===== src/rtl/shift_reg_pkg.sv =====
// Shared types for the parametrised shift register: controller states and
// shift-direction encodings.
package shift_reg_pkg;

    typedef enum logic {
        IDLE  = 1'b0,
        SHIFT = 1'b1
    } state_e;

    localparam logic DIR_UP   = 1'b0;  // q[i] <= q[i-1], MSB falls out
    localparam logic DIR_DOWN = 1'b1;  // q[i] <= q[i+1], LSB falls out

endpackage


===== src/rtl/shift_reg_ctl.sv =====
// Controller for shift_reg_n: IDLE/SHIFT FSM with a down-counter for counted
// multi-shifts. Emits a per-edge step strobe and the direction to use.
module shift_reg_ctl
    import shift_reg_pkg::*;
#(
    parameter int CW = 4
) (
    input  logic          clock,
    input  logic          reset,
    input  logic          load,
    input  logic          start,
    input  logic          shift_en,
    input  logic [CW-1:0] amount,
    input  logic          dir,
    output logic          step,
    output logic          step_dir,
    output logic          busy,
    output logic          done
);

    state_e        state_q, state_d;
    logic [CW-1:0] cnt_q,   cnt_d;
    logic          dir_q,   dir_d;
    logic          busy_q,  busy_d;
    logic          done_q,  done_d;

    // NOTE: every next-state signal gets a default first, so no path can
    // leave one unassigned and infer a latch.
    always_comb begin
        state_d = state_q;
        cnt_d   = cnt_q;
        dir_d   = dir_q;
        busy_d  = busy_q;
        done_d  = 1'b0;
        if (load) begin
            // A load aborts any sequence silently: no done pulse.
            state_d = IDLE;
            cnt_d   = '0;
            busy_d  = 1'b0;
        end else begin
            unique case (state_q)
                IDLE: begin
                    if (start) begin
                        if (amount != '0) begin
                            state_d = SHIFT;
                            cnt_d   = amount;
                            dir_d   = dir;
                            busy_d  = 1'b1;
                        end else begin
                            done_d = 1'b1;
                        end
                    end
                end
                SHIFT: begin
                    cnt_d = cnt_q - CW'(1);
                    if (cnt_q == CW'(1)) begin
                        state_d = IDLE;
                        busy_d  = 1'b0;
                        done_d  = 1'b1;
                    end
                end
                default: state_d = IDLE;
            endcase
        end
    end

    // NOTE: state flops use non-blocking assignments so every flop samples
    // the pre-edge values, independent of statement order.
    always_ff @(posedge clock or posedge reset) begin
        if (reset) begin
            state_q <= IDLE;
            cnt_q   <= '0;
            dir_q   <= DIR_UP;
            busy_q  <= 1'b0;
            done_q  <= 1'b0;
        end else begin
            state_q <= state_d;
            cnt_q   <= cnt_d;
            dir_q   <= dir_d;
            busy_q  <= busy_d;
            done_q  <= done_d;
        end
    end

    // Single steps only from IDLE and only when neither load nor start wins.
    assign step     = !load && ((state_q == SHIFT) ||
                                (state_q == IDLE && !start && shift_en));
    assign step_dir = (state_q == SHIFT) ? dir_q : dir;
    assign busy     = busy_q;
    assign done     = done_q;

endmodule


===== src/rtl/shift_reg_n.sv =====
// Parametrised load/shift register with counted multi-shift handshake.
// Optional circular rotate mode under macro SHIFT_REG_ROTATE_EN.
module shift_reg_n
    import shift_reg_pkg::*;
#(
    parameter  int WIDTH  = 8,
    parameter  int LOAD_W = 4,
    localparam int CW     = $clog2(WIDTH + 1)
) (
    input  logic              clock,
    input  logic              reset,
    input  logic              load,
    input  logic [LOAD_W-1:0] load_data,
    input  logic              shift_en,
    input  logic              start,
    input  logic [CW-1:0]     amount,
    input  logic              dir,
    input  logic              serial_in,
`ifdef SHIFT_REG_ROTATE_EN
    input  logic              rotate,
`endif
    output logic [WIDTH-1:0]  q,
    output logic              serial_out,
    output logic              busy,
    output logic              done
);

    logic             step;
    logic             step_dir;
    logic             out_bit;
    logic             fill;
    logic [WIDTH-1:0] data_q, data_d;
    logic             sout_q, sout_d;

    shift_reg_ctl #(
        .CW (CW)
    ) u_ctl (
        .clock    (clock),
        .reset    (reset),
        .load     (load),
        .start    (start),
        .shift_en (shift_en),
        .amount   (amount),
        .dir      (dir),
        .step     (step),
        .step_dir (step_dir),
        .busy     (busy),
        .done     (done)
    );

    assign out_bit = (step_dir == DIR_UP) ? data_q[WIDTH-1] : data_q[0];
`ifdef SHIFT_REG_ROTATE_EN
    assign fill = rotate ? out_bit : serial_in;
`else
    assign fill = serial_in;
`endif

    always_comb begin
        data_d = data_q;
        sout_d = sout_q;
        if (load) begin
            data_d               = '0;
            data_d[LOAD_W-1:0]   = load_data;
        end else if (step) begin
            sout_d = out_bit;
            if (step_dir == DIR_UP) begin
                data_d = {data_q[WIDTH-2:0], fill};
            end else begin
                data_d = {fill, data_q[WIDTH-1:1]};
            end
        end
    end

    always_ff @(posedge clock or posedge reset) begin
        if (reset) begin
            data_q <= '0;
            sout_q <= 1'b0;
        end else begin
            data_q <= data_d;
            sout_q <= sout_d;
        end
    end

    assign q          = data_q;
    assign serial_out = sout_q;

endmodule


===== config.mk =====
export PLATFORM = sky130hd
export DESIGN_NAME = shift_reg_n
export DESIGN_NICKNAME = d
export VERILOG_FILES = /design/src/rtl/shift_reg_pkg.sv /design/src/rtl/shift_reg_ctl.sv /design/src/rtl/shift_reg_n.sv
export SDC_FILE = /design/constraint.sdc
export NUM_CORES = 1
export LEC_CHECK = 0
export ABC_CLOCK_PERIOD_IN_PS = 3960
export CORE_MARGIN = 2
export CORE_UTILIZATION = 51
export DETAILED_ROUTE_END_ITERATION = 7
export PLACE_DENSITY = 0.83
export SLEW_MARGIN = 20
export SYNTH_ARGS = -nofsm -noshare
export SYNTH_HDL_FRONTEND = slang
export SYNTH_HIERARCHICAL = 1
export SYNTH_SLANG_ARGS = --single-unit

===== constraint.sdc =====
create_clock -name clock -period 3.96 [get_ports clock]
set_clock_uncertainty 0.2 [all_clocks]
set_input_delay 0.396 -clock clock [delete_from_list [all_inputs] [get_ports clock]]
set_output_delay 0.396 -clock clock [all_outputs]
set_load 0.005 [all_outputs]

=== After elaboration in Yosys (flattened, before gate mapping) ===
Index checks and enable logic that the tools add are counted.

* Bitwise gates (word level): 2
* Add/sub/neg operators: 1
* Reduce and logical (&&, ||, !) cells: 12
* Eq/ne operators: 4
* Multiplexer cells: 24

{| class="wikitable"
|+ Operators by type and width
! operator !! count
|-
| 2-to-1 mux 8 bit || 3
|-
| 2-to-1 mux 1 bit || 14
|-
| 2-to-1 mux 4 bit || 3
|-
| case mux 4 bit (2 select lines) || 1
|-
| != test 3 bit, second input constant || 2
|-
| case mux 1 bit (2 select lines) || 3
|-
| == test 4 x 1 -> 1 bit, second input constant || 1
|-
| AND reduction 2 bit || 2
|-
| AND reduction 4 bit || 1
|-
| nonzero test 4 bit || 1
|-
| subtractor 4 x 1 -> 4 bit, second input constant || 1
|-
| logical AND 1 bit || 3
|-
| != test 3 x 2 -> 1 bit, second input constant || 1
|-
| AND reduction 3 bit || 1
|-
| zero test 1 bit || 2
|-
| inverter 1 bit || 2
|-
| nonzero test 2 bit || 1
|-
| logical OR 1 bit || 1
|}

* Word-level logic and storage cells: 50
* Input bits: 15
* Output and inout port bits: 11
* Flip-flop bits (word level): 17

=== Longest topological paths before layout ===
Gate-level depths: netlist (run 1).

* Depth in word-level cells: 7
* Mapped depth: 6

=== Modules after synthesis ===
The synthesis (run 1) kept the hierarchy.

{| class="wikitable"
|+ Modules (own cells, without submodules)
! module !! instances !! cells an instance !! area each (µm²)
|-
| shift_reg_ctl || 1 || 46 || 498.0
|-
| shift_reg_n || 1 || 44 || 488.0
|}

=== Least setup slack after synthesis (run 1) ===
Ideal clock, no wire load.

* Path type: register to register
* Start: register u_ctl.state_q
* End: register sout_q, in the netlist serial_out
* Setup slack: 2083 ps
* Library setup time: 125 ps
* Arrival: 1553 ps
* Period minus slack after synthesis: 1877 ps
* Path buffers: 2
* Cell stages (with the launch flop): 6
* Path through: dfrtp_1 buf_2 mux2_2 buf_6 mux2_4 mux2_2

{| class="wikitable"
|+ RTL lines
! element !! RTL line !! text
|-
| start: declaration || shift_reg_ctl.sv:21 || <nowiki>state_e state_q, state_d;</nowiki>
|-
| start signal: assignment || shift_reg_ctl.sv:77 || <nowiki>state_q <= state_d;</nowiki>
|-
| 2-to-1 mux 1 bit || shift_reg_ctl.sv:88 || <nowiki>assign step_dir = (state_q == SHIFT) ? dir_q : dir;</nowiki>
|-
| named net step_dir || shift_reg_n.sv:29 || <nowiki>logic step_dir;</nowiki>
|-
| 2-to-1 mux 1 bit || shift_reg_n.sv:51 || <nowiki>assign out_bit = (step_dir == DIR_UP) ? data_q[WIDTH-1] : data_q[0];</nowiki>
|-
| end signal: assignment || shift_reg_n.sv:80 || <nowiki>sout_q <= sout_d;</nowiki>
|-
| end: declaration || shift_reg_n.sv:33 || <nowiki>logic sout_q, sout_d;</nowiki>
|}

The timed path passes the listed nets, and every way through them passes these cells.
A chain may end at the register's enable or synchronous reset.

=== Worst setup path in the final report (run 1) ===
* Start: input port load
* End: register data_q[3], in the netlist q[3]

* Word-level cells in the longest chain between the ends: 3

{| class="wikitable"
|+ Ends and longest elaborated chain
! element !! RTL line !! text
|-
| start: declaration || shift_reg_n.sv:12 || <nowiki>input logic load,</nowiki>
|-
| zero test 1 bit || shift_reg_ctl.sv:86 || <nowiki>assign step = !load && ((state_q == SHIFT) ||</nowiki>
|-
| logical AND 1 bit || shift_reg_ctl.sv:86 ||
|-
| named net step || shift_reg_n.sv:28 || <nowiki>logic step;</nowiki>
|-
| nonzero test 2 bit (no source line) || - ||
|-
| end signal: assignment || shift_reg_n.sv:79 || <nowiki>data_q <= data_d;</nowiki>
|-
| end: declaration || shift_reg_n.sv:32 || <nowiki>logic [WIDTH-1:0] data_q, data_d;</nowiki>
|}

The timed path passes the listed nets, and every way through them passes these cells.

==> results of run 1 <==
## logic make-up after synthesis
family / Yosys count / share of synthesized area (%)
adders and majority gates: 2 / 2.54
muxes: 13 / 14.6
AOI/OAI and AO/OA: 24 / 20.2
and+or+nand+nor: 20 / 11.8
DFF: 17 / 43.1
xor gates and xnor gates: 2 / 1.78
buffers and inverters: 12 / 5.96
## power by group through the flow
stage / Combinational [mW] / Clock, mW / Sequential [mW]
floorplan: 0.0774 / 0 / 0.211
global placement: 0.123 / 0 / 0.216
detailed placement: 0.126 / 0 / 0.217
CTS: 0.126 / 0.0988 / 0.214
global route: 0.139 / 0.106 / 0.217
finish: 0.126 / 0.0947 / 0.214
## final cells by class
class,instances,area [µm²]
Multi-Input combinational cell,61,502
Clock buffer,4,26.3
Sequential cell,17,425
Timing Repair Buffer,26,258
Fill cell,143,499
Inverter,6,22.5
Tap cell,25,31.3
## flip-flops by register name, summed over array words and instances (netlist names)
| signal | cells |
|---|---|
| q | 8 |
| serial_out | 1 |
| u_ctl/state_q | 1 |
| u_ctl/cnt_q | 4 |
| u_ctl/busy | 1 |
| u_ctl/done | 1 |
| u_ctl/dir_q | 1 |
## cell usage in the layout, fill, tap and decap left out, types with 3 or more instances in the layout
master	synthesis	final
a211oi_1	11	11
mux2i_1	8	8
inv_1	6	6
clkbuf_4	0	3
nand2_1	4	4
clkdlybuf4s50_1	0	25
mux2_2	3	3
dfrtp_1	17	17
o211ai_1	4	4
nor2_1	6	6
## how the worst min path moves through the flow
stage	cells after the start	start	to
floorplan	1	reset	u_ctl/busy$_DFFE_PP0P_
global placement	1	u_ctl/dir_q$_DFFE_PP0P_	u_ctl/dir_q$_DFFE_PP0P_
detailed placement	1	u_ctl/dir_q$_DFFE_PP0P_	u_ctl/dir_q$_DFFE_PP0P_
CTS	2	reset	u_ctl/state_q$_DFF_PP0_
global route	2	reset	u_ctl/cnt_q[0]$_DFFE_PP0P_
finish	2	reset	u_ctl/state_q$_DFF_PP0_
## worst register-to-register path: stages, from the launching register on
cell	delay (ns)
dfrtp_1	0.60
mux2_2	0.51
mux2_4	0.34
mux2_2	0.26
## layer usage
metal	share of wire (%)	wire length [µm]	vias up
met4	0.57	12	0
met5	0	0	-
met3	6.9	146	2
met2	46	971	30
li1	-	-	385
met1	46	983	378
## through the flow
stage / util (%) / hold slack, ns / worst slack (ns)
5_1_grt: 71.7 / 0.192 / 1.64
3_3_place_gp: 70.2 / 0.292 / 1.54
2_1_floorplan: - / 0.0117 / 2.08
3_5_place_dp: 70.2 / 0.301 / 1.50
4_1_cts: 71.7 / 0.172 / 1.82
6_report: 71.7 / 0.172 / 1.79
==> out/results.ini, run 1 <==
[global_route]
busiest_layer = met1
gr-usage-all-layers_pct = 21.6
antenna_found_initial = 0
grt_overflow_total = 0
first_global_vias = 726
use_met2_pct = 29.9
grt_max_degree = 23
gr-usage-met3_pct = 3.40
grt_pass1_wl_um = 3390
use_met1_pct = 32.6

[finish]
area_growth_pct = 28.3
finalInstanceArea_um2 = 1260
num_antenna_cells = 0
final_nets = 132
drive_above_1_share_pct = 12.3
final_cells = 139

[clock_network]
cts_tree = yes
clk_latency_ns = 0.29
htreeDepth = 1
cts_resized = 0
numCtsBuffers = 3
cts.clk_slew.worst_paths_ns = 0.10
postCtsSetupBuffers = 0
clock_path_buffers = 2
cts-root-buf = clkbuf_4
cts.sinks = 17
ctsHoldBuffers = 0

[synth]
yosysMostFrequentCell = dfrtp_1
syn-cell-area_um2 = 986
seq_area_frac_synth_pct = 43.1
syn-num-nets = 107
synth-main-ff-cell = dfrtp_1
syn_area_per_cell_um2 = 11.0
yosysWarningCount = 6
synth_edf_count = 0
synth_common_cells = dfrtp_1, a211oi_1, mux2i_1, inv_1, nor2_1
synth_top_area_cell = dfrtp_1
synth_top_area_share_pct = 43.1
synth_cell_types = 28
postSynth.asyncResetShare_pct = 100
synth.area.top_cells = dfrtp_1, a211oi_1, mux2i_1
synth_seq_cells = 17
synthCells = 90

[power]
p_per_area_nw_per_um2 = 344
finalPower_uw = 435
p_clk_share_pct = 21.8
cellLeakagePower_nw = 0.525
p_sw_uw = 128
peakVddDrop_v = 0.000242
pwr-share-comb_pct = 29.0
seqPwrFrac_pct = 49.3
switching_share_pct = 29.4
p_int_uw = 307

[die]
start_util_pct = 55.9
dieHeight_um = 48.0
core-area_um2 = 1760
die_area_um2 = 2300
die_width_um = 48.0
pin_count = 26
rows = 15

[critical_path]
r2r_cells = 3
critPathMaxStageDelay_ns = 0.93
endpoint = q[3]$_DFFE_PP0P_
crit_chain = clkdlybuf4s50_1 > a21oi_1 > buf_4 > or3b_2 > o211ai_1
worst-path-max-fanout = 22
crit_type = in2reg
worstPathArrival_ns = 2.18
critical_path.slowest_cell = clkdlybuf4s50_1
worst-path-buf-inv = 2
end_kind = register
timing.rr.end = serial_out$_DFFE_PP0P_
crit_family = buffers and inverters
required_ns = 3.97
timing.rr.start = u_ctl/state_q$_DFF_PP0_
cp-startpoint = load
worst-path-stages = 5
start_kind = input port
reg2reg_slack_ns = 1.94

[drt]
first_pass_iters = 5
wl_um = 2110
vias = 795
drc = 0
drt-vias-per-instance = 5.72
initialDrtViolationCount = 23
drtAntennaViolNets = 0
routedWlPerCell_um = 15.2

[timing]
rsz0062_at_grt = false
hold_viol_final = 0
worstMarginPinSlew_ns = 0.705
fin_crit_sh_pct = 54.7
slew-limit-headroom_pct = 52.8
period_minus_slack_ns = 2.17
finalMaxSlewViolations = 0
finalSetupTns_ns = 0
fmax_mhz = 461
setup_viol = 0

[placed_design]
post-place-cells = 135
post-dp-hpwl_um = 1570
gp_congestion = 0.800
port_buffers = 25
placedInstanceArea_um2 = 1240

[hold_path]
hold_path_class = in2async

[status]
status = complete, no violations

[job]
cap_violations = 0

Note: power is estimated with default switching activity, not from simulation.
==> run 2, diff against run 1 <==
--- a/config.mk
+++ b/config.mk
@@ -5,11 +5,11 @@
 export SDC_FILE = /design/constraint.sdc
 export NUM_CORES = 1
 export LEC_CHECK = 0
-export ABC_CLOCK_PERIOD_IN_PS = 3960
+export ABC_CLOCK_PERIOD_IN_PS = 2150
 export CORE_MARGIN = 2
-export CORE_UTILIZATION = 51
+export CORE_UTILIZATION = 47
 export DETAILED_ROUTE_END_ITERATION = 7
-export PLACE_DENSITY = 0.83
+export PLACE_DENSITY = 0.78
 export SLEW_MARGIN = 20
 export SYNTH_ARGS = -nofsm -noshare
 export SYNTH_HDL_FRONTEND = slang
==> constraint.sdc (replaced) <==
create_clock -name clock -period 2.15 [get_ports clock]
set_clock_uncertainty 0.2 [all_clocks]
set_input_delay 0.215 -clock clock [delete_from_list [all_inputs] [get_ports clock]]
set_output_delay 0.215 -clock clock [all_outputs]
set_load 0.005 [all_outputs]
==> run 2 against run 1 <==
Net effect:
- critical path depth unchanged
- worst setup slack lost 1.4 ns
- sequential cell count unchanged
- clock-buffer cell count down 1
- highest routed layer unchanged
==> out/results.ini, run 2 (synthesized netlist as in run 1, its figures left out) <==
[critical_path]
worst-path-max-fanout = 3
critical_path.slowest_cell = nor4bb_1
required_ns = 2.13
critPathMaxStageDelay_ns = 0.50
timing.rr.end = u_ctl/busy$_DFFE_PP0P_
timing.rr.start = u_ctl/cnt_q[1]$_DFFE_PP0P_
end_kind = register
r2r_cells = 5
crit_chain = inv_1 > ha_1 > nor4bb_1 > o22a_2 > nor2_1
worstPathArrival_ns = 1.70
crit_type = reg2reg
start_kind = register
reg2reg_slack_ns = 0.43

[clock_network]
clk_latency_ns = 0.28
cts.sinks = 17
clock_path_buffers = 2
cts-root-buf = clkbuf_4
htreeDepth = 1
numCtsBuffers = 3
postCtsSetupBuffers = 0
cts.clk_slew.worst_paths_ns = 0.10
ctsHoldBuffers = 1
cts_resized = 0
cts_tree = yes

[timing]
rsz0062_at_grt = false
fin_crit_sh_pct = 80.1
worstMarginPinSlew_ns = 0.537
slew-limit-headroom_pct = 63.7
fmax_mhz = 581
hold_viol_final = 0
period_minus_slack_ns = 1.72
finalMaxSlewViolations = 0
setup_viol = 0
finalSetupTns_ns = 0

[global_route]
grt_overflow_total = 0
first_global_vias = 863
antenna_found_initial = 0
grt_max_degree = 14
grt_pass1_wl_um = 3780
gr-usage-all-layers_pct = 19.8

[power]
pwr-share-comb_pct = 30.8
finalPower_uw = 805
p_clk_share_pct = 20.7
peakVddDrop_v = 0.000342
p_int_uw = 572
p_per_area_nw_per_um2 = 612
p_sw_uw = 233
cellLeakagePower_nw = 0.556
seqPwrFrac_pct = 48.5
switching_share_pct = 29.0

[die]
pin_count = 26
dieHeight_um = 49.8
die_area_um2 = 2480
core-area_um2 = 1960
start_util_pct = 50.3
die_width_um = 49.8
rows = 16

[drt]
first_pass_iters = 4
drtAntennaViolNets = 0
vias = 812
drt-vias-per-instance = 5.52
routedWlPerCell_um = 14.6
initialDrtViolationCount = 11
drc = 0
wl_um = 2140

[placed_design]
post-dp-hpwl_um = 1700
port_buffers = 25
gp_congestion = 0.815
post-place-cells = 142

[finish]
final_common_cell = clkdlybuf4s50_1
registers.top_by_ff_count = q
final_nets = 138
fill_cells = 170
area_growth_pct = 33.5
final_cells = 147
drive_above_1_share_pct = 16.7
num_antenna_cells = 0
top_regs = q (8), u_ctl/cnt_q (4)
mostFrequentLayoutCells = clkdlybuf4s50_1, dfrtp_1, a211oi_1, mux2i_1
largest_register_ffs = 8

[status]
status = complete, no violations

[hold_path]
hold_path_class = in2reg
min_from = load_data[0]
holdPathEnd = q[0]$_DFFE_PP0P_
holdPathStages = 3

[job]
cap_violations = 0

run 2: cell types whose count changed in the layout (fill, tap and decap cells not counted), sizes merged:
cell and change:
clkbuf -1, buf +5, clkinv +1, dlygate4sd3 +1
run 2: critical path, delay by kind of cell, from the launching register on:
| kind | cells | cell delay, ns |
|---|---|---|
| buffers and inverters | 1 | 0.09 |
| AND/OR/NAND/NOR | 2 | 0.54 |
| adder cells (fa/ha/maj) | 1 | 0.13 |
| flip-flops | 1 | 0.41 |
| AO/OA/AOI/OAI | 1 | 0.25 |
run 2: power by group through the flow:
stage,clock network (mW),registers (mW),logic [mW]
after global routing,0.188,0.396,0.274
after CTS,0.175,0.391,0.251
final,0.166,0.391,0.248
after global placement,0,0.395,0.241
after floorplan,0,0.389,0.142
after detailed placement,0,0.396,0.248
run 2: final cells by class:
cell class	count	area, µm²	area share (%)
Tap cell	27	33.8	2.57
Clock buffer	3	22.5	1.71
Multi-Input combinational cell	61	502	38.1
Sequential cell	17	425	32.3
Clock inverter	1	5.00	0.380
Inverter	6	22.5	1.71
Timing Repair Buffer	32	305	23.2
run 2: routing by layer:
metal | global-route usage [%] | part of all wire (%) | vias up
met5 | 0 | 0 | -
met2 | 34.9 | 53 | 17
met4 | 7.87 | 0.56 | 0
li1 | - | - | 396
met1 | 23.5 | 43 | 397
met3 | 3.94 | 4.0 | 2
run 2: worst max-delay path by stage:
stage	startpoint	endpoint	slack, ns	cells past startpoint
2_1_floorplan	u_ctl/state_q$_DFF_PP0_	serial_out$_DFFE_PP0P_	0.27	5
3_3_place_gp	amount[0]	u_ctl/dir_q$_DFFE_PP0P_	0.19	4
3_5_place_dp	start	q[5]$_DFFE_PP0P_	0.19	6
4_1_cts	u_ctl/cnt_q[1]$_DFFE_PP0P_	u_ctl/busy$_DFFE_PP0P_	0.43	5
5_1_grt	u_ctl/cnt_q[1]$_DFFE_PP0P_	u_ctl/busy$_DFFE_PP0P_	0.31	5
6_report	u_ctl/cnt_q[1]$_DFFE_PP0P_	u_ctl/busy$_DFFE_PP0P_	0.43	5
run 2: stage by stage:
stage          setup WS, ns  hold WS, ns  utilization [%]  cell area (µm²)
3_5_place_dp          0.185        0.294             65.2             1280
2_1_floorplan         0.273       -0.169                -              986
6_report              0.429        0.304             67.1             1320
5_1_grt               0.305        0.318             67.1             1320
3_3_place_gp          0.191        0.288             65.2             1280
4_1_cts               0.432        0.293             67.1             1320
==> run 3, diff against run 2 <==
--- a/config.mk
+++ b/config.mk
@@ -5,11 +5,11 @@
 export SDC_FILE = /design/constraint.sdc
 export NUM_CORES = 1
 export LEC_CHECK = 0
-export ABC_CLOCK_PERIOD_IN_PS = 2150
+export ABC_CLOCK_PERIOD_IN_PS = 1550
 export CORE_MARGIN = 2
-export CORE_UTILIZATION = 47
+export CORE_UTILIZATION = 42
 export DETAILED_ROUTE_END_ITERATION = 7
-export PLACE_DENSITY = 0.78
+export PLACE_DENSITY = 0.73
 export SLEW_MARGIN = 20
 export SYNTH_ARGS = -nofsm -noshare
 export SYNTH_HDL_FRONTEND = slang
==> constraint.sdc (replaced) <==
create_clock -name clock -period 1.55 [get_ports clock]
set_clock_uncertainty 0.2 [all_clocks]
set_input_delay 0.155 -clock clock [delete_from_list [all_inputs] [get_ports clock]]
set_output_delay 0.155 -clock clock [all_outputs]
set_load 0.005 [all_outputs]
==> run 3 against run 2 <==
Net effect:
- clock-buffer cell count increased by 1
- non-clock buffer count rose by 27
- the flow now finishes with violations (setup timing)
- first-iteration DRC count stayed put
- worst setup slack worse by 0.49 ns
- cell count increased by 19%
- sequential power grew 36%
==> out/results.ini, run 3 (synthesized netlist as in run 1, its figures left out) <==
[critical_path]
worst-path-max-fanout = 3
r2r_cells = 3
required_ns = 1.53
end_kind = register
worstPathArrival_ns = 1.59
timing.rr.end = serial_out$_DFFE_PP0P_
timing.rr.start = u_ctl/state_q$_DFF_PP0_
crit_type = reg2reg
reg2reg_slack_ns = -0.06
start_kind = register

[placed_design]
placedInstanceArea_um2 = 1390
post-place-cells = 157
post-dp-hpwl_um = 1870
pre_cts_slack_ns = -0.270
port_buffers = 25
gp_congestion = 0.767

[finish]
final_cells = 175
largest_register_ffs = 8
mostFrequentLayoutCells = buf_4, clkdlybuf4s50_1, dfrtp_1, a211oi_1, mux2i_1
drive_above_1_share_pct = 37.4
final_nets = 165
finalInstanceArea_um2 = 1580
final_util_pct = 71.6
final_common_cell = buf_4
registers.top_by_ff_count = q
num_antenna_cells = 0
top_regs = q (8), u_ctl/cnt_q (4)
area_growth_pct = 60.7

[timing]
hold_slack_ns = 0.241
period_minus_slack_ns = 1.61
hold_viol_final = 0
layout_setup_ws_ns = -0.0626
fmax_mhz = 620
setup_viol = 3
finalMaxSlewViolations = 0
worstMarginPinSlew_ns = 0.346
rsz0062_at_grt = true
finalSetupTns_ns = -0.0788
fin_crit_sh_pct = 104
slew-limit-headroom_pct = 76.8

[status]
violations = setup timing
status = finished, violations left

[clock_network]
cts-root-buf = clkbuf_4
numCtsBuffers = 3
clock_path_buffers = 2
cts.clk_slew.worst_paths_ns = 0.10
htreeDepth = 1
cts.sinks = 17
clk_latency_ns = 0.28
cts_tree = yes

[drt]
initialDrtViolationCount = 11
vias = 940
routedWlPerCell_um = 14.6
drtAntennaViolNets = 0
drt-vias-per-instance = 5.37
wl_um = 2550
first_pass_iters = 4
drc = 0

[die]
start_util_pct = 44.6
die_area_um2 = 2750
core-area_um2 = 2210
die_width_um = 52.5
rows = 17
pin_count = 26
dieHeight_um = 52.5

[hold_path]
holdPathEnd = q[2]$_DFFE_PP0P_
min_from = load_data[2]
hold_path_class = in2reg
holdPathStages = 3

[global_route]
grt_overflow_total = 0
gr-usage-all-layers_pct = 20.9
grt_pass1_wl_um = 4240
first_global_vias = 976
antenna_found_initial = 0
grt_max_degree = 12

[job]
cap_violations = 0

[power]
cellLeakagePower_nw = 0.734
peakVddDrop_v = 0.000551
finalPower_mw = 1.25
p_per_area_nw_per_um2 = 788

run 3: cell types whose count changed in the layout (fill, tap and decap cells not counted), sizes merged:
| cell | previous run | this run |
|---|---|---|
| clkbuf | 3 | 4 |
| buf | 6 | 33 |
| clkdlybuf4s50 | 25 | 22 |
| clkinv | 1 | 0 |
| dlymetal6s2s | 0 | 3 |
run 3: how the worst max path moves through the flow:
stage / from / endpoint / slack, ns / cells past startpoint
3_3_place_gp: amount[0] / u_ctl/dir_q$_DFFE_PP0P_ / -0.22 / 4
3_5_place_dp: amount[0] / u_ctl/dir_q$_DFFE_PP0P_ / -0.27 / 4
2_1_floorplan: u_ctl/state_q$_DFF_PP0_ / serial_out$_DFFE_PP0P_ / -0.26 / 5
4_1_cts: u_ctl/state_q$_DFF_PP0_ / serial_out$_DFFE_PP0P_ / -0.07 / 3
5_1_grt: u_ctl/state_q$_DFF_PP0_ / serial_out$_DFFE_PP0P_ / -0.07 / 3
6_report: u_ctl/state_q$_DFF_PP0_ / serial_out$_DFFE_PP0P_ / -0.06 / 3
run 3: layout make-up:
class	count	area (µm²)
fill	179	628
multi-input combinational	61	559
timing repair buffer	59	515
sequential	17	425
tap	28	35.0
clock buffer	4	26.3
inverter	6	22.5
run 3: worst max-delay path, cell delays in order, from the launching register on:
cell,delay (ns)
dfrtp_1,0.42
mux2_4,0.32
mux2_4,0.30
mux2_2,0.26
run 3: timing repair:
| action | CTS | global route |
|---|---|---|
| resized for setup | 4 | 9 |
| hold buffers | 1 | 0 |
| setup endpoints to repair | 14 | 16 |
| hold endpoints to repair | 17 | 0 |
| buffers inserted | 9 | 4 |
| pin swaps | 2 | 5 |
run 3: report_power, final:
part           switching (mW)  leakage, nW  internal [mW]
Clock                   0.137       0.0150         0.0999
Sequential             0.0377        0.218          0.493
Combinational           0.191        0.501          0.289
run 3: per-layer routing:
metal | part of all wire, % | vias to the layer above | track usage (%)
met1 | 39 | 451 | 23.4
met4 | 0.90 | 0 | 8.97
met3 | 5.1 | 4 | 3.14
li1 | - | 454 | -
met5 | 0 | - | 0
met2 | 55 | 31 | 38.5
